## config.mk

```make
export PLATFORM = sky130hd
export DESIGN_NAME = fetch_stage
export DESIGN_NICKNAME = d
export VERILOG_FILES = /design/src/rtl/fetch_stage.sv
export SDC_FILE = /design/constraint.sdc
export NUM_CORES = 1
export LEC_CHECK = 0
export CORE_UTILIZATION = 45
export CTS_BUF_LIST = sky130_fd_sc_hd__clkbuf_16
export DETAILED_ROUTE_END_ITERATION = 10
export GPL_TIMING_DRIVEN = 1
export HOLD_SLACK_MARGIN = 0.06
export PLACE_DENSITY_LB_ADDON = 0.1
export SKIP_CTS_REPAIR_TIMING = 1
export SKIP_LAST_GASP = 1
export SYNTH_ARGS = -nofsm -noshare
export SYNTH_HDL_FRONTEND = slang
export SYNTH_SLANG_ARGS = --single-unit
```

## constraint.sdc

```tcl
create_clock -name clk -period 7.1 [get_ports clk]
set_clock_uncertainty 0.2 [all_clocks]
set_input_delay 1.42 -clock clk [delete_from_list [all_inputs] [get_ports clk]]
set_output_delay 1.42 -clock clk [all_outputs]
set_load 0.005 [all_outputs]
```

## src/rtl/fetch_stage.sv

```systemverilog
// Instruction fetch stage: owns the PC, reads instruction memory combinationally
// and presents one registered instruction per cycle to decode over valid/ready.
//
// state | meaning
// ------+----------------------------------------------------------------
// FETCH | reading memory at pc_q, capturing into the output slot when free
// FAULT | out-of-range or misaligned fetch seen; no reads until redirect/rst
module fetch_stage #(
  parameter int                AWIDTH    = 32,
  parameter int                DWIDTH    = 32,
  parameter logic [AWIDTH-1:0] BASE_ADDR = 32'h01000000
) (
  input  logic              clk,
  input  logic              rst,
  output logic [AWIDTH-1:0] mem_addr_o,
  output logic              mem_read_en_o,
  output logic              mem_write_en_o,
  input  logic [DWIDTH-1:0] mem_data_i,
  input  logic              mem_valid_i,
  input  logic              redirect_i,
  input  logic [AWIDTH-1:0] redirect_pc_i,
  output logic [DWIDTH-1:0] insn_o,
  output logic [AWIDTH-1:0] pc_o,
  output logic              insn_valid_o,
  input  logic              insn_ready_i,
  output logic              fault_o,
  output logic [AWIDTH-1:0] fault_pc_o,
  output logic [31:0]       fetch_count_o
);

  typedef enum logic {FETCH = 1'b0, FAULT = 1'b1} state_t;

  state_t            state_q, state_d;
  logic [AWIDTH-1:0] pc_q, pc_d;
  logic [DWIDTH-1:0] insn_q, insn_d;
  logic [AWIDTH-1:0] pc_out_q, pc_out_d;
  logic              valid_q, valid_d;
  logic              fault_q, fault_d;
  logic [AWIDTH-1:0] fault_pc_q, fault_pc_d;
  logic [31:0]       count_q, count_d;

  logic slot_free;
  logic handshake;

  assign slot_free = !valid_q || insn_ready_i;
  assign handshake = valid_q && insn_ready_i;

  assign mem_addr_o     = pc_q;
  assign mem_read_en_o  = (state_q == FETCH) && !rst;
  assign mem_write_en_o = 1'b0;

  assign insn_o        = insn_q;
  assign pc_o          = pc_out_q;
  assign insn_valid_o  = valid_q;
  assign fault_o       = fault_q;
  assign fault_pc_o    = fault_pc_q;
  assign fetch_count_o = count_q;

  // State and datapath registers; reset clears everything with no partial capture.
  always_ff @(posedge clk or posedge rst) begin
    if (rst) begin
      state_q    <= FETCH;
      pc_q       <= BASE_ADDR;
      insn_q     <= '0;
      pc_out_q   <= '0;
      valid_q    <= 1'b0;
      fault_q    <= 1'b0;
      fault_pc_q <= '0;
      count_q    <= '0;
    end else begin
      state_q    <= state_d;
      pc_q       <= pc_d;
      insn_q     <= insn_d;
      pc_out_q   <= pc_out_d;
      valid_q    <= valid_d;
      fault_q    <= fault_d;
      fault_pc_q <= fault_pc_d;
      count_q    <= count_d;
    end
  end

  // Next-state logic: redirect wins over everything, then drain/capture/fault.
  always_comb begin
    state_d    = state_q;
    pc_d       = pc_q;
    insn_d     = insn_q;
    pc_out_d   = pc_out_q;
    valid_d    = valid_q;
    fault_d    = fault_q;
    fault_pc_d = fault_pc_q;
    count_d    = count_q;

    if (redirect_i) begin
      // A flushed slot is not a handoff, so the count is left alone.
      valid_d = 1'b0;
      if (redirect_pc_i[1:0] == 2'b00) begin
        pc_d    = redirect_pc_i;
        state_d = FETCH;
        fault_d = 1'b0;
      end else begin
        state_d    = FAULT;
        fault_d    = 1'b1;
        fault_pc_d = redirect_pc_i;
      end
    end else begin
      if (handshake) begin
        count_d = count_q + 32'd1;
        valid_d = 1'b0;
      end
      if (state_q == FETCH) begin
        if (mem_valid_i) begin
          // When the slot is blocked pc_q holds and the same word is re-read.
          if (slot_free) begin
            insn_d   = mem_data_i;
            pc_out_d = pc_q;
            valid_d  = 1'b1;
            pc_d     = pc_q + AWIDTH'(4);
          end
        end else begin
          state_d    = FAULT;
          fault_d    = 1'b1;
          fault_pc_d = pc_q;
        end
      end
    end
  end

endmodule

```

# Word-level counts from Yosys, hierarchy flattened

Index checks and enable logic that the tools add are counted.

Output and inout bits: 164
Bits of input ports: 69
Bits in registers: 163

$add $sub $neg: 2
Bitwise logic cells: 2
Reduce and logical (&&, ||, !) cells: 13
Multiplexer cells: 21
Equal/unequal tests: 4

Operator list:

| kind                  | number |
|---|---|
| $mux 32               | 9 |
| $add 32x1->32 const B | 1 |
| $add 32x3->32 const B | 1 |
| $mux 1                | 12 |
| $reduce_and 4->1      | 2 |
| $ne 2x1->1 const B    | 2 |
| $ne 2x2->1 const B    | 2 |
| $reduce_and 2->1      | 2 |
| $reduce_bool 2->1     | 2 |
| $reduce_and 3->1      | 1 |
| $logic_and 1x1->1     | 2 |
| $logic_not 1->1       | 2 |
| $logic_not 2->1       | 1 |
| $not 1->1             | 2 |
| $logic_or 1x1->1      | 1 |

# Depth between registers and ports, before layout

Gate-level depths: netlist of run 1.

Word-level depth: 6
Mapped depth: 8

# Worst setup path before layout of run 1

No wires, ideal clock.

Path kind: input to output
Start point: input rst
End point: output mem_read_en_o
Buffers on the path: 0
Stages: 1
Required time: 5480 ps
Setup slack: 3965 ps
Data arrival time: 1515 ps
Path through: nor2_1

Longest elaborated chain between the ends: 2

Ends and longest elaborated chain:

| item                             | line | source |
|---|---|---|
| start, declared                  | 14   | `input logic rst,` |
| $logic_not 1->1 (no source line) | n/a  |  |
| $logic_and 1x1->1                | 49   | `assign mem_read_en_o = (state_q == FETCH) && !rst;` |
| end, declared                    | 16   | `output logic mem_read_en_o,` |

No other way between the ends.

# Final worst setup path of run 1

Start point: input redirect_i
End point: register pc_q[6] (netlist: mem_addr_o[6])

Longest elaborated chain between the ends: 2

Ends and longest elaborated chain:

| item                                                | line | source |
|---|---|---|
| start, declared                                     | 20   | `input logic redirect_i,` |
| $ne 2x1->1 (no source line) (tied with other cells) | n/a  |  |
| $reduce_and 4->1 (no source line)                   | n/a  |  |
| end signal, assigned                                | 72   | `pc_q <= pc_d;` |
| end, declared                                       | 34   | `logic [AWIDTH-1:0] pc_q, pc_d;` |

Several ways; a longest one is shown, not always the timed one.
A chain may end at the register's enable or synchronous reset.

==> impl_results.rst, run 1 <==
.. list-table::
   :header-rows: 1

   * - Metric
     - Value
   * - Status
     - finished clean
   * - Max-cap violations
     - 0
   * - Area share of fa/ha/maj cells after synthesis
     - less than 1%
   * - Starting density of the core
     - between 40% and 50%
   * - Async set or reset register ratio after synthesis
     - 100%
   * - Num Clock Sinks
     - 163
   * - Critical Path Start Type
     - input pin
   * - Net count of the mapped netlist
     - 853
   * - Total Routed Length
     - roughly 20000 um
   * - Final Cycle Share
     - 65.5%
   * - Area growth syn-to-layout
     - 41.7%
   * - Mean cell area of the mapped netlist
     - ~9.4 um2
   * - Final worst-path setup slack
     - approximately 2.4 ns
   * - Count of boundary I/O pins
     - between 200 and 250
   * - Antenna violations before repair
     - 0
   * - Critical path data arrival time
     - around 4.7 ns
   * - Post-Synth Simple-Gate Area
     - between 20% and 30%
   * - Post-synthesis sequential area ratio
     - a little under three fifths
   * - Max Clk Rate
     - 215 MHz
   * - Worst R2R Setup Slack
     - roughly 4.2 ns
   * - Gp weighted congestion
     - around 0.8
   * - Number of H-tree levels
     - 4
   * - Critical path start-end classification
     - input pin to flip-flop
   * - Drt drc
     - 0
   * - Global-route wire length before repair
     - between 30000 and 40000 um
   * - CTS root buf
     - sky130_fd_sc_hd__clkbuf_16
   * - Die width
     - 130 um
   * - Placement Setup Slack
     - around 2.0 ns
   * - Proportion of synthesized area in mux cells
     - between 4 and 5%
   * - HPWL after detailed placement
     - between 10000 and 15000 um
   * - Design Power
     - approximately 2.9 mW
   * - Total congestion overflow after global routing
     - 0
   * - Main combinational cell family by area after synthesis
     - simple AND/OR/NAND/NOR gates
   * - Core Footprint
     - roughly 0.016 mm2
   * - Data required time of the critical path
     - ~7 ns
   * - Relative slew slack
     - approximately a quarter
   * - EDFF count, synth
     - 0
   * - Number of global-route vias before repair
     - slightly below 6000
   * - Commonest cells after routing, fill and taps aside
     - sky130_fd_sc_hd__clkdlybuf4s50_1, sky130_fd_sc_hd__nand2_1, sky130_fd_sc_hd__dfrtp_1
   * - Fraction of synthesized cell area in xor and xnor cells
     - 3.68%
   * - Routed length per instance
     - ~16 um
   * - Register bit count reported by yosys
     - 163
   * - Syn Inst Count
     - slightly below 800
   * - Number of rows in the core area
     - 46
   * - Length of the first detailed-routing pass in iterations
     - 6
   * - Floorplan die height
     - ~130 um
   * - Compound-Gate Fraction of Synth Area
     - under 10%
   * - Cts bufs inserted
     - 17
   * - Pin count of the biggest net entering global routing
     - 71
   * - Crit path time final
     - about 4.7 ns
   * - Most common library cell in the layout ignoring fill and taps
     - sky130_fd_sc_hd__clkdlybuf4s50_1
   * - Number of routed nets with antenna violations
     - 0
   * - Max VDD drop
     - approximately 0.00019 V
   * - Detail-routed via count per cell
     - between 5 and 6
   * - Source-to-sink clock delay at the later pin of the worst-skew pair
     - about 0.43 ns
   * - Total Negative Setup Slacks
     - 0 ns
   * - DIE AREA
     - about 0.017 mm2
   * - Fill cell count
     - between 1000 and 1500
   * - Mapped cell area
     - 0.00738 mm2
   * - Number of warnings issued by yosys
     - 0
   * - Library cells used by synthesis
     - 56
   * - Count of antenna diodes in the layout
     - 0
   * - Kind of path behind the tightest hold check
     - flip-flop to flip-flop
   * - Buffer levels on the longest clock path
     - 2
   * - Unrepaired setup endpoints after global routing
     - false
   * - Number of vias in the routed layout
     - roughly 6500
   * - Total placed cells including tap cells
     - between 1000 and 1500
   * - Most used DFF post-synth
     - sky130_fd_sc_hd__dfrtp_1
   * - Pwr Density
     - roughly 280 mW/mm2
   * - GRT Overall Usage
     - between 20% and 30%
   * - Final setup violating endpoints
     - 0
   * - Slew of the pin with the lowest slew margin
     - approximately 1.1 ns
   * - Quantity of I/O buffers inserted on ports
     - 231
   * - Final cell count without fillers
     - ~1200
   * - Crit Path Max Fanout
     - 70
   * - Fraction of final layout cells sized beyond drive strength 1
     - roughly 5.5%
   * - Register clock-pin slew on the reported worst setup and hold paths
     - around 0.06 ns
   * - # nets final
     - about 1100
   * - TritonCTS clock tree
     - built
   * - DRT iter0 DRCs
     - between 200 and 300
   * - Final hold violation count
     - 0
   * - Final slew viol count
     - 0
   * - Worst setup EP type
     - flip-flop
   * - Lkg Pwr
     - roughly 4.6 nW
## final cells by class
cell class | instances | area (um2) | share of cell area [%]
clock buffers | 17 | 425 | 4.06
clock inverters | 15 | 214 | 2.04
inverters | 11 | 46.3 | 0.442
multi-input cells | 563 | 3080 | 29.5
flip-flops and latches | 163 | 4080 | 39.0
well taps | 216 | 270 | 2.58
repair buffers | 236 | 2350 | 22.4
## worst max-delay path: stages
cell,delay (ns)
sky130_fd_sc_hd__buf_4,0.68
sky130_fd_sc_hd__inv_1,0.65
sky130_fd_sc_hd__or3_1,0.77
sky130_fd_sc_hd__nand2_1,0.73
sky130_fd_sc_hd__o21ai_0,0.19
sky130_fd_sc_hd__o2bb2ai_1,0.17
## cell usage after synthesis (all sizes together), types with 3 or more instances
cell type	instances	area share, %
nand2	208	11
dfrtp	162	55
nor2	63	3.2
a21oi	55	3.7
nand3	31	2.4
mux2i	29	3.9
xnor2	24	2.8
clkbuf	23	1.2
buf	22	1.4
o21ai	22	1.5
nand4	21	2.0
nor3	16	1.2
inv	11	0.56
and3	10	0.86
o22ai	7	0.59
xor2	7	0.83
a31oi	6	0.51
nor4	6	0.91
or3	5	0.42
a311oi	4	0.47
and2	4	0.34
and4	4	0.47
o22a	4	0.47
a211oi	3	0.30
a41o	3	0.42
nand2b	3	0.25
## path summary, 6_finish.rpt
check | from | endpoint | cells after the start
setup / recovery | redirect_i | mem_addr_o[6] | 6
hold / removal | fetch_count_o[31] | fetch_count_o[31] | 1
setup reg to reg | state_q | mem_addr_o[30] | 6
hold reg to reg | fetch_count_o[31] | fetch_count_o[31] | 1
max in group asynchronous | rst | mem_addr_o[7] | 3
min in group asynchronous | rst | insn_o[17] | 2
## stage by stage
step / area (um2) / hold WS (ns) / utilization, %
final: 10500 / 0.272 / 65.7
after global routing: 10500 / 0.293 / 65.7
after detailed placement: 9830 / 0.261 / 61.6
after global placement: 9830 / 0.257 / 61.6
after CTS: 10500 / 0.276 / 65.7
after floorplan: 7380 / 0.268 / -
## flip-flops by register name (all words and copies together) (netlist names)
register and count:
fault_pc_o 32, fetch_count_o 32, insn_o 32, mem_addr_o 32, pc_o 32, fault_o 1, insn_valid_o 1, state_q 1
## routing by layer
metal / GRT usage, % / vias up / share of wire [%]
met1: 32.7 / 3103 / 44
met3: 5.70 / 19 / 7.0
met2: 37.5 / 240 / 47
met5: 0 / - / 0
met4: 8.55 / 0 / 1.5
li1: - / 3100 / -
## cell families (layout without fill, tap and decap cells)
kind of cell | count (synthesis) | after routing
simple gates | 378 | 378
flops | 163 | 163
compound gates | 121 | 121
buf+inv | 56 | 279
xor+xnor | 31 | 31
mux | 30 | 30
fa+ha+maj | 2 | 2
other cells | 1 | 1
## power breakdown
| part | leakage [nW] | internal (mW) | total [mW] | switching (mW) |
|---|---|---|---|---|
| Clock | 0.303 | 0.621 | 0.990 | 0.369 |
| Sequential | 2.02 | 1.10 | 1.25 | 0.157 |
| Combinational | 2.28 | 0.415 | 0.689 | 0.274 |
Note: power is estimated with default switching activity, not from simulation.
==> inputs of run 2 (changes only) <==
--- a/config.mk
+++ b/config.mk
@@ -5,7 +5,7 @@
 export SDC_FILE = /design/constraint.sdc
 export NUM_CORES = 1
 export LEC_CHECK = 0
-export CORE_UTILIZATION = 45
+export CORE_UTILIZATION = 42
 export CTS_BUF_LIST = sky130_fd_sc_hd__clkbuf_16
 export DETAILED_ROUTE_END_ITERATION = 10
 export GPL_TIMING_DRIVEN = 1
==> constraint.sdc (replaced) <==
create_clock -name clk -period 3.9 [get_ports clk]
set_clock_uncertainty 0.2 [all_clocks]
set_input_delay 0.78 -clock clk [delete_from_list [all_inputs] [get_ports clk]]
set_output_delay 0.78 -clock clk [all_outputs]
set_load 0.005 [all_outputs]
==> impl_results.rst, run 2 (synthesized netlist as in run 1, its figures left out) <==
.. list-table::
   :header-rows: 1

   * - Metric
     - Value
   * - Worst setup EP type
     - primary output
   * - Final setup violating endpoints
     - 0
   * - Cts bufs inserted
     - 17
   * - Launching point of the worst reg2reg path
     - mem_addr_o[2]
   * - DIE AREA
     - about 0.018 mm2
   * - Antenna violations before repair
     - 0
   * - Critical path start-end classification
     - input pin to primary output
   * - Total Negative Setup Slacks
     - 0 ns
   * - Unrepaired setup endpoints after global routing
     - false
   * - Critical hold path startpoint
     - fetch_count_o[31]
   * - Pin count of the biggest net entering global routing
     - approximately 160
   * - Fraction of final layout cells sized beyond drive strength 1
     - under 10%
   * - DRT iter0 DRCs
     - ~340
   * - Number of global-route vias before repair
     - approximately 6000
   * - Most common library cell in the layout ignoring fill and taps
     - sky130_fd_sc_hd__clkdlybuf4s50_1
   * - Number of H-tree levels
     - 4
   * - CP startpoint
     - rst
   * - Gp weighted congestion
     - about 0.83
   * - Number of vias in the routed layout
     - 6435
   * - Total Routed Length
     - roughly 20000 um
   * - Die width
     - around 130 um
   * - CP peak stage delay
     - roughly 0.50 ns
   * - Number of routed nets with antenna violations
     - 0
   * - Buffer levels on the longest clock path
     - 2
   * - Most frequent cell on the critical path
     - sky130_fd_sc_hd__clkdlybuf4s50_1
   * - GRT Overall Usage
     - a little under a quarter
   * - Crit path time final
     - 2.82 ns
   * - Crit Path Max Fanout
     - 2
   * - Fill cell count
     - approximately 1600
   * - Num Clock Sinks
     - approximately 160
   * - Commonest cells after routing, fill and taps aside
     - sky130_fd_sc_hd__clkdlybuf4s50_1, sky130_fd_sc_hd__nand2_1, sky130_fd_sc_hd__dfrtp_1
   * - Starting density of the core
     - ~43%
   * - Pwr Density
     - slightly below 500 mW/mm2
   * - Total congestion overflow after global routing
     - 0
   * - Critical register-to-register path endpoint
     - mem_addr_o[30]
   * - Relative slew slack
     - 39.3%
   * - Final hold violation count
     - 0
   * - Worst R2R Setup Slack
     - 1.32 ns
   * - Max VDD drop
     - ~0.00032 V
   * - Drt drc
     - 0
   * - Count of antenna diodes in the layout
     - 0
   * - Buffers & Inverters on Critical Path
     - 2
   * - Number of rows in the core area
     - 48
   * - Final slew viol count
     - 0
   * - Final Cycle Share
     - a little over 70%
   * - Core Footprint
     - 0.0172 mm2
   * - Slowest-stage cell, CP
     - sky130_fd_sc_hd__clkdlybuf4s50_1
   * - Slew of the pin with the lowest slew margin
     - 0.911 ns
   * - Endpoint with the worst hold slack
     - fetch_count_o[31]
   * - Length of the first detailed-routing pass in iterations
     - 6
   * - Area growth syn-to-layout
     - 42.0%
   * - # nets final
     - between 1000 and 1500
   * - Critical path data arrival time
     - 1.84 ns
   * - Floorplan die height
     - 135 um
   * - Source-to-sink clock delay at the later pin of the worst-skew pair
     - about 0.42 ns
   * - Status
     - finished clean
   * - Critical Path Start Type
     - input pin
   * - Family with the most delay on the worst path
     - buffers and inverters
   * - Quantity of I/O buffers inserted on ports
     - between 200 and 250
   * - Core occupancy in the finished layout
     - roughly three fifths
   * - Max Clk Rate
     - about 350 MHz
   * - TritonCTS clock tree
     - built
   * - Cell-by-cell listing of the critical path
     - clkdlybuf4s50_1, nor2_1, clkdlybuf4s50_1
   * - CTS root buf
     - sky130_fd_sc_hd__clkbuf_16
   * - Max-cap violations
     - 0
   * - HPWL after detailed placement
     - around 14000 um
   * - Kind of path behind the tightest hold check
     - flip-flop to flip-flop
   * - Length in cells of the worst reg-to-reg path
     - 6
   * - Global-route wire length before repair
     - 31900 um
   * - Data required time of the critical path
     - approximately 2.9 ns
   * - Register clock-pin slew on the reported worst setup and hold paths
     - ~0.06 ns
   * - Routed length per instance
     - 16.3 um
   * - Lkg Pwr
     - approximately 4.6 nW
   * - Count of boundary I/O pins
     - approximately 230
   * - Detail-routed via count per cell
     - 5.20
   * - Number of cells traversed by the worst hold path
     - 1
## run 2: cell type report
type | instances | area (um2) | share of cell area (%)
tap | 225 | 282 | 2.68
clock buffer | 17 | 425 | 4.06
multi-input combinational | 563 | 3080 | 29.4
inverter | 11 | 45.0 | 0.430
sequential | 163 | 4080 | 38.9
clock inverter | 14 | 143 | 1.36
timing repair buffer | 245 | 2430 | 23.1
## run 2: layer usage
metal	vias to the layer above	global-route usage, %	wire length [um]
met2	183	37.0	9750
met4	0	7.24	266
met5	-	0	0
li1	3112	-	-
met1	3118	30.2	9110
met3	22	4.54	1050
## run 2: where the power goes
group / leakage (nW) / switching (mW) / internal (mW) / total (mW)
Clock: 0.271 / 0.680 / 0.935 / 1.62
Combinational: 2.32 / 0.502 / 0.763 / 1.26
Sequential: 2.02 / 0.276 / 2.00 / 2.27
## run 2: metrics by stage
step / setup slack [ns] / cells / power (mW) / hold slack (ns) / cell area (um2)
detailed placement: 0.715 / 1207 / 3.58 / 0.261 / 9920
global placement: 0.769 / 1207 / 3.56 / 0.256 / 9920
floorplan: 0.850 / 782 / 2.72 / 0.268 / 7390
global route: 0.942 / 1238 / 5.42 / 0.280 / 10500
CTS: 1.07 / 1238 / 5.21 / 0.276 / 10500
finish: 1.08 / 1238 / 5.15 / 0.269 / 10500
## run 2: worst max-delay path by stage
| stage | endpoint | depth (start not counted) |
|---|---|---|
| CTS | mem_read_en_o | 3 |
| global placement | mem_addr_o[25] | 7 |
| finish | mem_read_en_o | 3 |
| floorplan | fault_o | 1 |
| global route | mem_addr_o[25] | 7 |
| detailed placement | mem_addr_o[25] | 7 |
## run 2: worst register-to-register path, stage by stage (launching register included)
cell	delay (ns)
sky130_fd_sc_hd__dfrtp_1	0.51
sky130_fd_sc_hd__ha_1	0.26
sky130_fd_sc_hd__nand3_1	0.23
sky130_fd_sc_hd__nor3_2	0.47
sky130_fd_sc_hd__nand3_2	0.18
sky130_fd_sc_hd__or3_1	0.38
sky130_fd_sc_hd__a211oi_1	0.25
==> inputs of run 3 (changes only) <==
--- a/config.mk
+++ b/config.mk
@@ -5,7 +5,7 @@
 export SDC_FILE = /design/constraint.sdc
 export NUM_CORES = 1
 export LEC_CHECK = 0
-export CORE_UTILIZATION = 42
+export CORE_UTILIZATION = 45
 export CTS_BUF_LIST = sky130_fd_sc_hd__clkbuf_16
 export DETAILED_ROUTE_END_ITERATION = 10
 export GPL_TIMING_DRIVEN = 1
==> constraint.sdc (replaced) <==
create_clock -name clk -period 2.9 [get_ports clk]
set_clock_uncertainty 0.2 [all_clocks]
set_input_delay 0.58 -clock clk [delete_from_list [all_inputs] [get_ports clk]]
set_output_delay 0.58 -clock clk [all_outputs]
set_load 0.005 [all_outputs]
==> impl_results.rst, run 3 (synthesized netlist as in run 1, its figures left out) <==
.. list-table::
   :header-rows: 1

   * - Metric
     - Value
   * - Number of H-tree levels
     - 4
   * - Global-route wire length before repair
     - 32800 um
   * - Number of global-route vias before repair
     - 6399
   * - Max-cap violations
     - 0
   * - Pin count of the biggest net entering global routing
     - 67
   * - TritonCTS clock tree
     - built
   * - Core Footprint
     - between 0.015 and 0.02 mm2
   * - Data required time of the critical path
     - roughly 2.1 ns
   * - Cts bufs inserted
     - 17
   * - Final hold violation count
     - 0
   * - DRT iter0 DRCs
     - about 410
   * - Pwr Density
     - about 660 mW/mm2
   * - Critical Path Start Type
     - input pin
   * - Critical path start-end classification
     - input pin to primary output
   * - Design Power
     - ~7.1 mW
   * - Cell-by-cell listing of the critical path
     - clkdlybuf4s50_1, nor2_1, clkdlybuf4s50_1
   * - Final setup violating endpoints
     - 0
   * - # nets final
     - 1082
   * - Number of rows in the core area
     - 46
   * - Buffer levels on the longest clock path
     - 2
   * - Total Negative Setup Slacks
     - 0 ns
   * - Drt drc
     - 0
   * - Kind of path behind the tightest hold check
     - flip-flop to flip-flop
   * - Fill cell count
     - 1371
   * - Num Clock Sinks
     - between 150 and 200
   * - Register clock-pin slew on the reported worst setup and hold paths
     - around 0.060 ns
   * - GRT Overall Usage
     - roughly a quarter
   * - Number of cells traversed by the worst hold path
     - 2
   * - Most common library cell in the layout ignoring fill and taps
     - sky130_fd_sc_hd__clkdlybuf4s50_1
   * - CTS root buf
     - sky130_fd_sc_hd__clkbuf_16
   * - Most frequent cell on the critical path
     - sky130_fd_sc_hd__clkdlybuf4s50_1
   * - Critical path data arrival time
     - between 1.5 and 2 ns
   * - DIE AREA
     - around 0.017 mm2
   * - Length in cells of the worst reg-to-reg path
     - 6
   * - Critical hold path startpoint
     - insn_o[26]
   * - Endpoint with the worst hold slack
     - insn_o[26]
   * - Detail-routed via count per cell
     - roughly 5.3
   * - Count of antenna diodes in the layout
     - 0
   * - Slowest-stage cell, CP
     - sky130_fd_sc_hd__clkdlybuf4s50_1
   * - Source-to-sink clock delay at the later pin of the worst-skew pair
     - roughly 0.42 ns
   * - Total congestion overflow after global routing
     - 0
   * - Worst Hold Slack
     - between 0.2 and 0.3 ns
   * - HPWL after detailed placement
     - roughly 14000 um
   * - Critical register-to-register path endpoint
     - mem_addr_o[30]
   * - Total Routed Length
     - 20500 um
   * - Length of the first detailed-routing pass in iterations
     - 5
   * - Gp weighted congestion
     - between 0.8 and 0.9
   * - Die width
     - around 130 um
   * - Commonest cells after routing, fill and taps aside
     - sky130_fd_sc_hd__clkdlybuf4s50_1, sky130_fd_sc_hd__nand2_1, sky130_fd_sc_hd__dfrtp_1
   * - Max VDD drop
     - between 0.0004 and 0.0005 V
   * - Relative slew slack
     - between 30 and 40%
   * - Status
     - finished clean
   * - Antenna violations before repair
     - 0
   * - Count of boundary I/O pins
     - ~230
   * - Starting density of the core
     - between 40 and 50%
   * - Max Clk Rate
     - 413 MHz
   * - CP peak stage delay
     - approximately 0.50 ns
   * - Crit Path Max Fanout
     - 2
   * - Unrepaired setup endpoints after global routing
     - false
   * - Final Cycle Share
     - a little over four fifths
   * - Lkg Pwr
     - around 4.7 nW
   * - Worst setup EP type
     - primary output
   * - Crit path time final
     - ~2.4 ns
   * - Floorplan die height
     - roughly 130 um
   * - Quantity of I/O buffers inserted on ports
     - ~230
   * - Launching point of the worst reg2reg path
     - mem_addr_o[2]
   * - Number of vias in the routed layout
     - around 6500
   * - Area growth syn-to-layout
     - 43.9%
   * - Number of routed nets with antenna violations
     - 0
   * - Routed length per instance
     - roughly 17 um
   * - Fraction of final layout cells sized beyond drive strength 1
     - between 7 and 8%
   * - Slew of the pin with the lowest slew margin
     - 0.959 ns
   * - Worst R2R Setup Slack
     - about 0.53 ns
   * - Final slew viol count
     - 0
==> run 3: changes by cell type in the layout (fill, tap and decap cells not counted), sizes merged <==
cell and change:
buf +10, bufinv +1, clkinv +2, clkinvlp -2
==> run 3: layout make-up <==
cell class	count	area, um2	area share (%)
inverter	11	45.0	0.424
clock buffer	17	425	4.00
multi-input combinational	563	3080	29.0
timing repair buffer	255	2550	24.0
sequential	163	4080	38.4
clock inverter	15	168	1.58
tap	216	270	2.54
==> run 3: per-stage QoR <==
| step | setup WS (ns) | cell area, um2 | cells | util (%) |
|---|---|---|---|---|
| 2_1_floorplan | 0.0500 | 7390 | 782 | - |
| 3_3_place_gp | 0.199 | 10000 | 1208 | 62.9 |
| 3_5_place_dp | 0.108 | 10000 | 1208 | 62.9 |
| 4_1_cts | 0.474 | 10600 | 1240 | 66.6 |
| 5_1_grt | 0.354 | 10600 | 1240 | 66.6 |
| 6_report | 0.480 | 10600 | 1240 | 66.6 |
==> run 3: worst max-delay path: cells and delay by family <==
family                 cells  cell delay [ns]
buffers and inverters      2             0.96
AND/OR/NAND/NOR            1             0.10
==> run 3: worst max path at each step <==
stage | from | endpoint | slack [ns]
after floorplan | rst | fault_o | 0.05
after global placement | mem_valid_i | mem_addr_o[13] | 0.20
after detailed placement | mem_valid_i | mem_addr_o[13] | 0.11
after CTS | rst | mem_read_en_o | 0.47
after global routing | mem_addr_o[2] | mem_addr_o[30] | 0.35
final | rst | mem_read_en_o | 0.48
==> run 3: report_power, final <==
| part | internal [mW] | total (mW) | switching, mW |
|---|---|---|---|
| registers | 2.68 | 3.05 | 0.370 |
| clock network | 1.35 | 2.25 | 0.908 |
| logic | 1.05 | 1.75 | 0.701 |
| total | 5.08 | 7.06 | 1.98 |
==> run 3: per-layer routing <==
layer,global-route usage [%],share of wire [%],vias up
li1,-,-,3129
met1,33.5,45,3158
met2,40.2,47,206
met3,5.74,6.4,25
met4,8.28,1.4,0
met5,0,0,-
